### src/rtl/ldpc_iter_ctrl.sv
// Iteration controller for the QC-LDPC layered decoder: walks the layer datapath
// through every layer, runs the syndrome check, then terminates or iterates again.
module ldpc_iter_ctrl #(
  parameter int NUM_LAYERS = 16,
  parameter int LAYER_W    = 4,
  parameter int MAX_ITER   = 10,
  parameter int ITER_W     = 5
) (
  input  logic               clk,
  input  logic               rst_n,
  input  logic               start,
  input  logic               abort,
  output logic               layer_en,
  output logic [LAYER_W-1:0] layer_idx,
  input  logic               layer_ack,
  output logic               judge,
  input  logic               judge_finish,
  input  logic               judge_flag,
  output logic               busy,
  output logic [ITER_W-1:0]  iter_cnt,
  output logic               dec_valid,
  input  logic               dec_ready,
  output logic               success,
  output logic [2:0]         dbg_state
);

  // Handshakes: layer_en/layer_ack completes one layer on any cycle where both
  // are high; dec_valid is held until the cycle dec_ready is sampled high.
  typedef enum logic [2:0] {
    S_IDLE   = 3'd0,
    S_LAYER  = 3'd1,
    S_CHECK  = 3'd2,
    S_RESULT = 3'd3,
    S_OUT    = 3'd4
  } state_e;

  localparam logic [LAYER_W-1:0] LAST_LAYER = LAYER_W'(NUM_LAYERS - 1);
  localparam logic [ITER_W-1:0]  ITER_LIMIT = ITER_W'(MAX_ITER);

  state_e               state_q, state_d;
  logic [LAYER_W-1:0]   layer_idx_q, layer_idx_d;
  logic [ITER_W-1:0]    iter_cnt_q, iter_cnt_d;
  logic                 success_q, success_d;
  logic [ITER_W-1:0]    iter_inc;

  assign iter_inc = iter_cnt_q + ITER_W'(1);

  always_ff @(posedge clk or negedge rst_n) begin
    if (!rst_n) begin
      state_q     <= S_IDLE;
      layer_idx_q <= '0;
      iter_cnt_q  <= '0;
      success_q   <= 1'b0;
    end else begin
      state_q     <= state_d;
      layer_idx_q <= layer_idx_d;
      iter_cnt_q  <= iter_cnt_d;
      success_q   <= success_d;
    end
  end

  always_comb begin
    state_d     = state_q;
    layer_idx_d = layer_idx_q;
    iter_cnt_d  = iter_cnt_q;
    success_d   = success_q;

    case (state_q)
      S_IDLE: begin
        if (start) begin
          iter_cnt_d  = '0;
          layer_idx_d = '0;
          success_d   = 1'b0;
          state_d     = S_LAYER;
        end
      end
      S_LAYER: begin
        if (layer_ack) begin
          if (layer_idx_q == LAST_LAYER) begin
            layer_idx_d = '0;
            state_d     = S_CHECK;
          end else begin
            layer_idx_d = layer_idx_q + LAYER_W'(1);
          end
        end
      end
      // The checker resets its own step counter on finish, so nothing to count here.
      S_CHECK: begin
        if (judge_finish) state_d = S_RESULT;
      end
      S_RESULT: begin
        iter_cnt_d = iter_inc;
        if (judge_flag) begin
          success_d = 1'b1;
          state_d   = S_OUT;
        end else if (iter_inc == ITER_LIMIT) begin
          success_d = 1'b0;
          state_d   = S_OUT;
        end else begin
          state_d = S_LAYER;
        end
      end
      S_OUT: begin
        if (dec_ready) state_d = S_IDLE;
      end
      default: state_d = S_IDLE;
    endcase

    // Abort wins over every transition and drops the frame without output.
    if (abort) begin
      state_d     = S_IDLE;
      layer_idx_d = '0;
      iter_cnt_d  = '0;
      success_d   = 1'b0;
    end
  end

  assign layer_en  = (state_q == S_LAYER);
  assign judge     = (state_q == S_CHECK);
  assign dec_valid = (state_q == S_OUT);
  assign busy      = (state_q != S_IDLE);
  assign layer_idx = layer_idx_q;
  assign iter_cnt  = iter_cnt_q;
  assign success   = success_q;
  assign dbg_state = state_q;

endmodule

### config.mk
export PLATFORM = sky130hd
export DESIGN_NAME = ldpc_iter_ctrl
export DESIGN_NICKNAME = d
export VERILOG_FILES = /design/src/rtl/ldpc_iter_ctrl.sv
export SDC_FILE = /design/constraint.sdc
export NUM_CORES = 1
export LEC_CHECK = 0
export CORE_MARGIN = 1
export CORE_UTILIZATION = 34
export CTS_BUF_LIST = sky130_fd_sc_hd__clkbuf_4
export DETAILED_ROUTE_END_ITERATION = 8
export GPL_TIMING_DRIVEN = 0
export HOLD_SLACK_MARGIN = 0.06
export SLEW_MARGIN = 10
export SYNTH_ARGS = -nofsm -noshare
export SYNTH_HDL_FRONTEND = slang
export SYNTH_SLANG_ARGS = --single-unit
### constraint.sdc
create_clock -name clk -period 2.3 [get_ports clk]
set_input_delay 0.575 -clock clk [delete_from_list [all_inputs] [get_ports clk]]
set_output_delay 0.575 -clock clk [all_outputs]
set_load 0.1 [all_outputs]
==> flow_summary.ini <==
[logic_synthesis]
synth_cell_type_count = 38
syn_inst = 96
ys_async_sr_fraction_pct = 100
synth_top_area_share_pct = 36.9
synth_edf_count = 0
ys_ff_latch = 13
syn_area_um2 = 882
ys_warn_count = 0
synth.avg_cell_area_um2 = 9.19
ys.flop_type = dfrtp_1
ys_seq_area_share_pct = 36.9
synth_top_area_cell = dfrtp_1
synthTopCellsByArea = dfrtp_1 37%, ha_1 4.3%, nor2_1 3.8%
synth_nets = 107

[cells_and_area]
area_growth_pct = 37.0
drive_above_1_share_pct = 18.5
nets = 136
stdcell_count = 154
insertedDiodeCount = 0
fillers = 258

[detailed_routing]
drc = 0
vias = 824
ant_nets = 0
wl_um = 2060
avgRoutedWirePerCell_um = 13.4
routed_via_density = 5.35
drt_first_pass_iters = 4
detail_route.iter0.violations = 7

[setup_path]
setup.worst_path.start_class = flop
cp_data_arrival_time_ps = 1650
r2r_end = dbg_state[2]$_DFFE_PN0P_
worstRegToRegCells = 5
timing.rr.start = iter_cnt[0]$_DFFE_PN0P_
critical_path.max_fanout = 10
endpoint_kind = primary output
required_ps = 1730
critical_path_class = reg2out
rrSetupSlack_ps = 480

[placement]
io_buffers = 24
routabilityCongestion = 0.762
pre_cts_slack_ps = -387
dpl.cell_count = 150
dp_hpwl_um = 1530

[power]
cellLeakagePower_nw = 0.569
p_total_mw = 1.24
p_per_area_nw_per_um2 = 1030
max-vdd-ir-drop_v = 0.000754

[global_route]
grtUsageTotal_pct = 17.0
first_global_vias = 761
grt_overflow = 0
antenna_found_initial = 0
met2_usage_pct = 25.9
met3_usage_pct = 1.72
grt_pass1_wl_um = 3470
gr-usage-met1_pct = 24.3
grt_max_degree = 14
grt.busiest_layer = met2

[run]
maxCapViolCount = 0

[floorplanning]
start_util_pct = 35.9
die_area_um2 = 2800
dieWidth_um = 52.9
core_um2 = 2450
io_pins = 25
die_h_um = 52.9
rows = 18

[clock_tree]
clkTransAtPathRegs_ps = 90
clockBufferDepth = 2
cts_hold_buf = 0
post_cts_buffers = 0
cts_tree = built
htree_levels = 1
clkSinkCount = 13
clk_latency_ps = 270
root_buffer = clkbuf_4
cts-buffers-inserted = 3

[hold_path]
holdCritStartpoint = layer_idx[3]$_DFFE_PN0P_
hold_path.class = reg2reg
min_path_cells = 1
whs_endpoint = layer_idx[3]$_DFFE_PN0P_

[sta]
drv_slew = 0
setup_viol = 0
fmax_mhz = 449
rsz0062_at_grt = no
timing.final.crit_share_pct = 96.8
worst_clock_skew_ps = 2.64
hold_viol = 0
maxSlewHeadroom_pct = 36.3
min_period_ps = 2230
final.setup.tns_ps = 0
worst_slack_ps = 72.9
tightest_slew_ps = 960

[run_status]
status = complete, no violations
[synth_stat cells, types with 2 or more instances]
master	number
a21o_1	2
a21oi_1	5
a22o_1	3
a32oi_1	2
buf_2	3
dfrtp_1	13
ha_1	3
inv_1	4
mux2i_1	2
nand2_1	5
nand2b_1	4
nand3_1	4
nor2_1	9
nor3_1	3
nor3b_1	3
o21ai_0	5
o21ai_1	2
o31ai_1	3
or3b_1	2
[placed cells by master (no fill, tap or decap), drive strengths merged, types with 3 or more instances in the layout]
master,instances
inv,4
nor2,9
nor3,4
a22o,3
dlygate4sd2,13
a21oi,5
nor3b,3
o31ai,3
nand2b,4
clkdlybuf4s50,7
a32oi,3
clkbuf,4
dfrtp,13
o21ai,7
buf,7
ha,3
nand2,5
nand3,4
[layer usage]
layer,vias up,share of wire [%],wire length [um]
met5,-,0,0
met4,0,0.97,20
met3,2,2.2,46
met2,13,44,909
met1,394,53,1090
li1,415,-,-
[critical path, stage by stage, from the launching register on]
cell and delay [ps]:
dfrtp_4 510, buf_2 200, or3_2 470, buf_6 200
[final cells by class]
type / instances / area [um^2] / area share, %
Multi-Input combinational cell: 75 / 543 / 44.9
Sequential cell: 13 / 334 / 27.6
Timing Repair Buffer: 24 / 216 / 17.9
Tap cell: 30 / 37.5 / 3.11
Buffer: 4 / 32.5 / 2.69
Clock buffer: 4 / 30.0 / 2.48
Inverter: 4 / 15.0 / 1.24
[stage by stage]
step | hold slack (ps) | utilization (%) | cell area, um^2
2_1_floorplan | 279 | - | 925
3_3_place_gp | 483 | 49.0 | 1200
3_5_place_dp | 507 | 49.0 | 1200
4_1_cts | 520 | 49.2 | 1210
5_1_grt | 537 | 49.2 | 1210
6_report | 527 | 49.2 | 1210
[state kept, by name, summed over array words and instances (netlist names)]
| register | count |
|---|---|
| dbg_state | 3 |
| iter_cnt | 5 |
| layer_idx | 4 |
| success | 1 |
[worst max path at each step]
stage | from | end | slack [ps] | cells past startpoint
after floorplan | dbg_state[1]$_DFFE_PN0P_ | dec_valid | 10 | 2
after global placement | dbg_state[1]$_DFFE_PN0P_ | busy | -380 | 3
after detailed placement | dbg_state[1]$_DFFE_PN0P_ | busy | -390 | 3
after CTS | dbg_state[1]$_DFFE_PN0P_ | busy | -200 | 3
after global routing | dbg_state[1]$_DFFE_PN0P_ | layer_en | 8 | 3
final | dbg_state[1]$_DFFE_PN0P_ | busy | 70 | 3
[cells by family after synthesis]
| kind of cell | share of synthesized area (%) |
|---|---|
| XOR/XNOR | 1.99 |
| multiplexers | 2.27 |
| flip-flops | 36.9 |
| buffers and inverters | 4.68 |
| AND/OR/NAND/NOR | 26.5 |
| adder cells (fa/ha/maj) | 4.26 |
| AO/OA/AOI/OAI | 23.4 |
[timing repair]
action | 4_1_cts | 5_1_grt
endpoints found under the setup margin | 17 | 1
gates resized for setup | 29 | 5
endpoints found under the hold margin | 0 | 0
gates cloned | 0 | 0
[power by group]
part	internal, mW	switching [mW]
combinational	0.198	0.586
sequential	0.262	0.0395
clock	0.0789	0.0778
total	0.538	0.703
(Power assumes the default switching activity.)
